==> src/rtl/rv_ctrl_pkg.sv <==
// Shared opcode constants, FSM state encoding and level-control bundle
// for the multi-cycle RV32I main control unit.
package rv_ctrl_pkg;

    localparam logic [6:0] OP_R      = 7'b0110011;
    localparam logic [6:0] OP_I      = 7'b0010011;
    localparam logic [6:0] OP_LOAD   = 7'b0000011;
    localparam logic [6:0] OP_STORE  = 7'b0100011;
    localparam logic [6:0] OP_BRANCH = 7'b1100011;
    localparam logic [6:0] OP_JAL    = 7'b1101111;
    localparam logic [6:0] OP_JALR   = 7'b1100111;
    localparam logic [6:0] OP_LUI    = 7'b0110111;
    localparam logic [6:0] OP_AUIPC  = 7'b0010111;
    localparam logic [6:0] OP_HALT   = 7'b1111111;

    localparam logic [1:0] ALUOP_MEM   = 2'b00;
    localparam logic [1:0] ALUOP_BR    = 2'b01;
    localparam logic [1:0] ALUOP_ARITH = 2'b10;
    localparam logic [1:0] ALUOP_JUMP  = 2'b11;

    typedef enum logic [2:0] {
        S_FETCH,
        S_DECODE,
        S_EXEC,
        S_MEM,
        S_WB,
        S_HALT,
        S_TRAP
    } state_t;

    typedef enum logic [1:0] {
        TC_NONE     = 2'b00,
        TC_ILLEGAL  = 2'b01,
        TC_IMEM_TMO = 2'b10,
        TC_DMEM_TMO = 2'b11
    } trap_cause_t;

    typedef struct packed {
        logic       alu_src;
        logic       mem_to_reg;
        logic       jalr_sel;
        logic       jal;
        logic       lui;
        logic       auipc;
        logic       branch;
        logic [1:0] alu_op;
    } ctrl_t;

endpackage

==> src/rtl/mc_decode.sv <==
// Combinational opcode classifier: level controls plus the class flags
// the sequencer needs to pick its path through EXEC/MEM/WB.
module mc_decode
    import rv_ctrl_pkg::*;
(
    input  logic [6:0] op,
    output ctrl_t      ctrl,
    output logic       legal,
    output logic       is_halt,
    output logic       is_load,
    output logic       is_store,
    output logic       is_branch
);

    always_comb begin
        ctrl      = '0;
        legal     = 1'b1;
        is_halt   = 1'b0;
        is_load   = 1'b0;
        is_store  = 1'b0;
        is_branch = 1'b0;
        case (op)
            OP_R: begin
                ctrl.alu_op = ALUOP_ARITH;
            end
            OP_I: begin
                ctrl.alu_src = 1'b1;
                ctrl.alu_op  = ALUOP_ARITH;
            end
            OP_LOAD: begin
                ctrl.alu_src    = 1'b1;
                ctrl.mem_to_reg = 1'b1;
                ctrl.alu_op     = ALUOP_MEM;
                is_load         = 1'b1;
            end
            OP_STORE: begin
                ctrl.alu_src = 1'b1;
                ctrl.alu_op  = ALUOP_MEM;
                is_store     = 1'b1;
            end
            OP_BRANCH: begin
                ctrl.branch = 1'b1;
                ctrl.alu_op = ALUOP_BR;
                is_branch   = 1'b1;
            end
            OP_JAL: begin
                ctrl.alu_src = 1'b1;
                ctrl.branch  = 1'b1;
                ctrl.jal     = 1'b1;
                ctrl.alu_op  = ALUOP_JUMP;
            end
            OP_JALR: begin
                ctrl.alu_src  = 1'b1;
                ctrl.branch   = 1'b1;
                ctrl.jal      = 1'b1;
                ctrl.jalr_sel = 1'b1;
                ctrl.alu_op   = ALUOP_JUMP;
            end
            OP_LUI: begin
                ctrl.lui = 1'b1;
            end
            OP_AUIPC: begin
                ctrl.auipc = 1'b1;
            end
            // HALT is recognised separately; it never retires, so it is not "legal"
            OP_HALT: begin
                legal   = 1'b0;
                is_halt = 1'b1;
            end
            default: begin
                legal = 1'b0;
            end
        endcase
    end

endmodule

==> src/rtl/multicycle_controller.sv <==
// Multi-cycle RV32I main control: FETCH/DECODE/EXEC/MEM/WB sequencing with
// memory handshakes, request timeout, retire counting and sticky HALT/TRAP.
module multicycle_controller
    import rv_ctrl_pkg::*;
#(
    parameter int CNT_W       = 32,
    parameter int MEM_TIMEOUT = 16
) (
    input  logic             clk,
    input  logic             reset,
    input  logic [6:0]       Opcode,
    output logic             imem_req,
    input  logic             imem_ready,
    output logic             dmem_req,
    input  logic             dmem_ready,
    output logic             IRWrite,
    output logic             PCWrite,
    output logic             ALUSrc,
    output logic             MemtoReg,
    output logic             JalrSel,
    output logic             jal_signal,
    output logic             lui_signal,
    output logic             auipc_signal,
    output logic             Branch,
    output logic [1:0]       ALUOp,
    output logic             RegWrite,
    output logic             MemRead,
    output logic             MemWrite,
    output logic             instr_done,
    output logic [CNT_W-1:0] instret,
    output logic             halted,
    output logic             trap,
    output logic [1:0]       trap_cause
);

    // Kept at least one bit wide so the disabled-timeout build still elaborates
    localparam int TMO_W = (MEM_TIMEOUT > 0) ? $clog2(MEM_TIMEOUT + 1) : 1;

    state_t            state;
    logic [6:0]        op_q;
    logic [TMO_W-1:0]  wait_cnt;
    logic [CNT_W-1:0]  instret_q;
    trap_cause_t       cause_q;

    logic [6:0] dec_op;
    ctrl_t      dec_ctrl;
    logic       dec_legal, dec_halt, dec_load, dec_store, dec_branch;
    logic       wait_last;
    logic       retire;
    logic       active;
    ctrl_t      lv;

    // DECODE classifies the live IR bits; every later state uses the latched copy
    assign dec_op = (state == S_DECODE) ? Opcode : op_q;

    mc_decode u_decode (
        .op        (dec_op),
        .ctrl      (dec_ctrl),
        .legal     (dec_legal),
        .is_halt   (dec_halt),
        .is_load   (dec_load),
        .is_store  (dec_store),
        .is_branch (dec_branch)
    );

    // True in the request cycle numbered MEM_TIMEOUT; a ready in that cycle still wins
    assign wait_last = (MEM_TIMEOUT != 0) && (wait_cnt == TMO_W'(MEM_TIMEOUT - 1));

    assign retire = !reset &&
                    (((state == S_EXEC) && dec_branch) ||
                     ((state == S_MEM) && dmem_ready && dec_store) ||
                     (state == S_WB));

    always_ff @(posedge clk) begin
        if (reset) begin
            state     <= S_FETCH;
            op_q      <= '0;
            wait_cnt  <= '0;
            instret_q <= '0;
            cause_q   <= TC_NONE;
        end else begin
            case (state)
                S_FETCH: begin
                    if (imem_ready) begin
                        state    <= S_DECODE;
                        wait_cnt <= '0;
                    end else if (wait_last) begin
                        state    <= S_TRAP;
                        cause_q  <= TC_IMEM_TMO;
                        wait_cnt <= '0;
                    end else if (MEM_TIMEOUT != 0) begin
                        wait_cnt <= wait_cnt + 1'b1;
                    end
                end
                S_DECODE: begin
                    op_q <= Opcode;
                    if (dec_halt) begin
                        state <= S_HALT;
                    end else if (!dec_legal) begin
                        state   <= S_TRAP;
                        cause_q <= TC_ILLEGAL;
                    end else begin
                        state <= S_EXEC;
                    end
                end
                S_EXEC: begin
                    if (dec_load || dec_store) state <= S_MEM;
                    else if (dec_branch)       state <= S_FETCH;
                    else                       state <= S_WB;
                end
                S_MEM: begin
                    if (dmem_ready) begin
                        state    <= dec_load ? S_WB : S_FETCH;
                        wait_cnt <= '0;
                    end else if (wait_last) begin
                        state    <= S_TRAP;
                        cause_q  <= TC_DMEM_TMO;
                        wait_cnt <= '0;
                    end else if (MEM_TIMEOUT != 0) begin
                        wait_cnt <= wait_cnt + 1'b1;
                    end
                end
                S_WB: begin
                    state <= S_FETCH;
                end
                S_HALT:  state <= S_HALT;
                S_TRAP:  state <= S_TRAP;
                default: state <= S_TRAP;
            endcase
            if (retire) instret_q <= instret_q + 1'b1;
        end
    end

    // Everything is forced quiet while reset is held, even mid-instruction
    assign active = !reset && ((state == S_EXEC) || (state == S_MEM) || (state == S_WB));

    always_comb begin
        lv = '0;
        if (active) lv = dec_ctrl;
    end

    assign ALUSrc       = lv.alu_src;
    assign MemtoReg     = lv.mem_to_reg;
    assign JalrSel      = lv.jalr_sel;
    assign jal_signal   = lv.jal;
    assign lui_signal   = lv.lui;
    assign auipc_signal = lv.auipc;
    assign Branch       = lv.branch;
    assign ALUOp        = lv.alu_op;

    assign imem_req   = !reset && (state == S_FETCH);
    assign IRWrite    = imem_req && imem_ready;
    assign dmem_req   = !reset && (state == S_MEM);
    assign MemRead    = dmem_req && dec_load;
    assign MemWrite   = dmem_req && dec_store;
    assign RegWrite   = !reset && (state == S_WB);
    assign PCWrite    = retire;
    assign instr_done = retire;

    assign instret    = reset ? '0 : instret_q;
    assign halted     = !reset && (state == S_HALT);
    assign trap       = !reset && (state == S_TRAP);
    assign trap_cause = reset ? 2'b00 : cause_q;

endmodule
==> config.mk <==
export PLATFORM = sky130hd
export DESIGN_NAME = multicycle_controller
export DESIGN_NICKNAME = d
export VERILOG_FILES = /design/src/rtl/rv_ctrl_pkg.sv /design/src/rtl/mc_decode.sv /design/src/rtl/multicycle_controller.sv
export SDC_FILE = /design/constraint.sdc
export NUM_CORES = 1
export LEC_CHECK = 0
export CORE_ASPECT_RATIO = 1.75
export CORE_MARGIN = 2
export CORE_UTILIZATION = 26
export CTS_CLUSTER_SIZE = 16
export DETAILED_ROUTE_END_ITERATION = 10
export PLACE_DENSITY = 0.46
export REMOVE_ABC_BUFFERS = 1
export SYNTH_ARGS = -nofsm -noshare
export SYNTH_HDL_FRONTEND = slang
export SYNTH_SLANG_ARGS = --single-unit
==> constraint.sdc <==
create_clock -name clk -period 4.3 [get_ports clk]
set_input_delay 1.29 -clock clk [delete_from_list [all_inputs] [get_ports clk]]
set_output_delay 1.29 -clock clk [all_outputs]
set_load 0.005 [all_outputs]
# Word level (Yosys, flattened, before mapping)
# Index checks and enable logic that the tools add are counted.
# word_totals
output_inout_bits,53
wordCells,94
input_bits,11
register_bits,49
# classes
n_addsub,2
reduce_logical,28
mux,36
eq_ne,23
# op_table
cell,n
adder 32 x 1 -> 32 bit (second input constant),1
two-way mux 32 bit,1
equality test 7 bit (second input constant),4
two-way mux 3 bit,8
equality test 7 x 6 -> 1 bit (second input constant),3
case mux 3 bit (6 select lines),1
two-way mux 5 bit,3
equality test 7 x 5 -> 1 bit (second input constant),2
two-way mux 2 bit,7
logical AND 1 bit,13
inequality test 2 bit (second input constant),6
case mux 2 bit (3 select lines),2
two-way mux 1 bit,11
case mux 5 bit (2 select lines),1
equality test 3 bit (second input constant),3
two-way mux 9 bit,1
OR reduction 9 bit,1
equality test 7 x 2 -> 1 bit (second input constant),1
two-way mux 7 bit,1
AND reduction 7 bit,1
equality test 3 x 2 -> 1 bit (second input constant),2
adder 5 x 1 -> 5 bit (second input constant),1
equality test 5 x 4 -> 1 bit (second input constant),1
logical OR 1 bit,5
8 further kinds,9

# Logic depth before layout (Yosys ltp)
# logic_depth
ltp_word,8
ltp_mapped,8
depth_no_buf,6

# Cells and area by module
# From an unflattened synthesis, not the netlist that was laid out.
# hier_totals
hier_cells,369
hier_area_um2,2986.6
# by_module_without_submodules
mod,n_inst,seq_area_each_um2,cells_per_inst,area_each_um2
multicycle_controller,1,980.9,339,2776.4
mc_decode,1,0.0,30,210.2

# Worst setup path before layout
# No wires, ideal clock.
# synth_timing
path_kind,input to output
startpoint,input reset
endpoint,output instr_done
slack_ns,0.344
required_ns,3.010
n_path_buf,5
arrival_ns,2.666
stages,6
cell_sequence,clkbuf_1 > clkbuf_1 > buf_1 > clkbuf_1 > a21oi_1 > buf_4
# synth_via
elab_chain_cells,2
# synth_lines
element,line_no,text
start: declaration,multicycle_controller.sv:10,"input logic reset,"
zero test 1 bit,multicycle_controller.sv:69,assign retire = !reset &&
logical AND 1 bit,multicycle_controller.sv:69,
end: declaration,multicycle_controller.sv:29,"output logic instr_done,"
# Every way passes these cells.

# Worst setup path after layout
# layout_timing
startpoint,input Opcode[1]
endpoint,output auipc_signal
# layout_via
elab_chain_cells,4
# layout_lines
element,line_no,text
start: declaration,multicycle_controller.sv:11,"input logic [6:0] Opcode,"
two-way mux 7 bit,-,
equality test 7 x 5 -> 1 bit,mc_decode.sv:22,case (op)
two-way mux 1 bit,mc_decode.sv:22,
two-way mux 9 bit,multicycle_controller.sv:139,if (active) lv = dec_ctrl;
end: declaration,multicycle_controller.sv:23,"output logic auipc_signal,"
# Every way passes these cells.

==> impl_metrics.py <==
metrics = {
    "timing": {
        "hold_viol": 0,
        "tightestPinTransition_ps": 760.0,
        "drv_slew": 0,
        "finalSetupViolCount": 0,
        "slew_headroom_pct": 49.19,
        "min_period_ps": 4253,
        "fin_skew_ps": 4.879,
        "hold_ws_ps": 473.6,
        "timing.final.crit_share_pct": 98.90,
        "rsz_0062_raised_after_global_routing": "false",
        "maxClockFrequency_ghz": 0.2352,
    },
    "clocking": {
        "clock_root_buffer": "clkbuf_16",
        "cts_buffers": 5,
        "clock_tree.buffer_depth": 2,
        "clkSlewWorstSetupHoldPaths_ps": 60,
        "htree_levels": 2,
        "clock_sinks": 49,
        "latest_clock_arrival_within_the_worst_skew_pair_ps": 290,
        "cts_tree": "built",
    },
    "power_and_ir_drop": {
        "power.leakage_nw": 1.615,
        "ir_drop_uv": 135.4,
        "power.density_cell_area_nw_per_um2": 277.3,
        "post-layout-total-power_mw": 1.209,
    },
    "detailed_routing": {
        "wirelength_um": 9473,
        "drt.antenna.violating_nets": 0,
        "routed_via_density": 5.093,
        "drc": 0,
        "drt_iter0_drc": 117,
        "drt_pre_antenna_iters": 4,
        "wl_per_cell_um": 15.48,
        "routed-via-count": 3117,
    },
    "layout": {
        "antenna-diode-count": 0,
        "fin_util_pct": 36.52,
        "fillers": 1280,
        "synthToLayoutAreaGrowth_pct": 37.38,
        "multiInputGateArea_um2": 2116,
        "area.sequential_um2": 980.9,
        "final_design_area_no_fill_um2": 4359,
        "drive_gt1_share_pct": 23.58,
        "finalNetCount": 488,
    },
    "floorplan": {
        "dieHeight_um": 150.1,
        "core.rowCount": 53,
        "top_level_ports": 64,
        "floorplan.initialDensity_pct": 26.58,
        "fp.dieArea_um2": 13140,
        "design.core.area_um2": 11940,
        "fp.dieW_um": 87.51,
    },
    "hold_path": {
        "worstHoldPathType": "register to register",
        "startpoint_of_the_worst_hold_path": "op_q[1]",
    },
    "worst_setup_path": {
        "worstSetupStartpoint": "Opcode[1]",
        "crit_type": "input pin to output port",
        "worst_setup_path_end_kind": "output port",
        "cp_cell_sequence": "clkdlybuf4s50_1, and3b_2, mux2i_2, or4_4, nor3_1, clkdlybuf4s15_1",
        "worst_setup_sp_type": "input pin",
        "critical_path.slowest_cell": "or4_4",
        "critical_path_required_ps": 3010,
        "cp_max_fo": 2,
        "slowest_delay_ps": 530,
        "crit_path_arrival_time_ps": 2960,
        "r2r-start": "state[2]",
    },
    "global_routing": {
        "largest_net_degree_at_the_start_of_global_routing": 37,
        "grtUsageTotal_pct": 14.95,
        "global_route.overflow_total": 0,
        "grt_first_pass_wirelength_um": 15550,
        "first_global_vias": 3142,
        "antenna_found_initial": 0,
    },
    "logic_synthesis": {
        "synth.top_cell.area_share_pct": 30.91,
        "synth-async-reset-ratio_pct": 0,
        "number_of_unique_standard_cell_types_used_by_synthesis": 56,
        "synthesis.yosys.warnings": 0,
        "synth_edf_count": 0,
        "synth.cell_area_um2": 3173,
        "ys_seq_elements": 49,
        "synth_cells": 388,
        "synth_sequential_area_ratio_pct": 30.91,
        "synth.largest_area_cell": "dfxtp_1",
        "yosys_most_used_dff": "dfxtp_1",
        "cells_taking_the_most_area_after_synthesis": "dfxtp_1, mux2_2, nor2b_1",
        "synth.avg_cell_area_um2": 8.178,
    },
    "run_status": {
        "status": "finished, final reports clean",
    },
    "placement": {
        "placed_cell_area_um2": 4156,
        "gp_routability_congestion": 0.8114,
        "placement.io_buffers": 63,
        "detailedPlacementHpwl_um": 7222,
    },
    "flow_run": {
        "drv_cap": 0,
    },
}
[Yosys cell counts, types with 3 or more instances]
library cell,n
mux2i_1,8
and3_1,5
nand2b_1,6
o21ai_0,6
buf_4,3
nand3_1,12
a21o_1,3
dfxtp_1,49
nand4_1,16
buf_1,4
a211oi_1,3
mux2_2,23
a21oi_2,10
a221oi_1,3
buf_2,4
nor3_1,11
and2_1,4
inv_1,3
a21oi_1,31
nor2b_1,35
nand2_1,29
nor3b_1,5
clkbuf_1,11
nor4_1,5
mux2_4,10
nor2_1,51
[what timing repair did]
item                       4_1_cts  5_1_grt
pin swaps                        7        2
hold buffers                     0        0
setup buffers                    3        1
setup endpoints to repair       13        6
gates resized for setup         24        9
[layout by cell type (no fill, tap or decap), drive strengths merged, types with 8 or more instances in the layout]
cell,Yosys,final
buf,13,42
dfxtp,49,49
a21oi,41,41
clkbuf,11,9
mux2,33,33
nor3,11,11
nand2,29,29
o21ai,8,8
clkdlybuf4s50,0,48
dlygate4sd2,0,9
nor2,51,51
nor2b,35,35
nand4,16,16
mux2i,8,8
nand3,12,12
[stage by stage]
stage	setup TNS [ps]	setup WS (ps)	instances
2_1_floorplan	-297.4	-148.7	364
3_3_place_gp	-2838	-317.3	601
3_5_place_dp	-3024	-345.0	601
4_1_cts	0	1.708	611
5_1_grt	0	9.283	612
6_report	0	47.48	612
[final cells by class]
cell class	instances	share of cell area, %
clock buffer	7	3.272
sequential	49	22.50
multi-input combinational	312	48.54
timing repair buffer	104	21.50
tap	137	3.932
inverter	3	0.2583
[power by group]
| part | internal (mW) | switching [mW] | leakage [nW] |
|---|---|---|---|
| sequential | 0.476 | 0.0256 | 0.396 |
| clock | 0.229 | 0.173 | 0.0700 |
| combinational | 0.144 | 0.160 | 1.15 |
| total | 0.850 | 0.359 | 1.61 |
[path summary, 6_finish.rpt]
kind / cells past startpoint / slack (ps) / endpoint
setup / recovery: 6 / 50 / auipc_signal
hold reg to reg: 2 / 470 / op_q[1]
hold / removal: 2 / 470 / op_q[1]
setup reg to reg: 5 / 1630 / instret_q[9]
[critical path, delay by kind of cell]
family,cells,cell delay [ps]
and+or+nand+nor,3,890
buffers and inverters,2,710
muxes,1,80
[cells by family (layout without fill, tap and decap cells)]
logic type	Yosys count	in the layout	share of synthesized area, %
adder cells (fa/ha/maj)	2	2	0.7885
AND/OR/NAND/NOR	194	194	32.41
flip-flops	49	49	30.91
multiplexers	41	41	15.42
AO/OA/AOI/OAI	75	75	16.29
buffers and inverters	27	114	4.180
[flip-flops by register name (all words and copies together), names as in the netlist]
register and count:
wait_cnt 5, state 3, op_q 7, cause_q 2, instret_q 32
[routing by layer]
metal | vias up | global-route usage [%] | part of all wire [%]
met4 | 0 | 5.923 | 1.9
li1 | 1566 | - | -
met3 | 14 | 2.083 | 2.2
met1 | 1483 | 16.60 | 42
met2 | 54 | 27.80 | 54
met5 | - | 0 | 0
(Power assumes the default switching activity.)
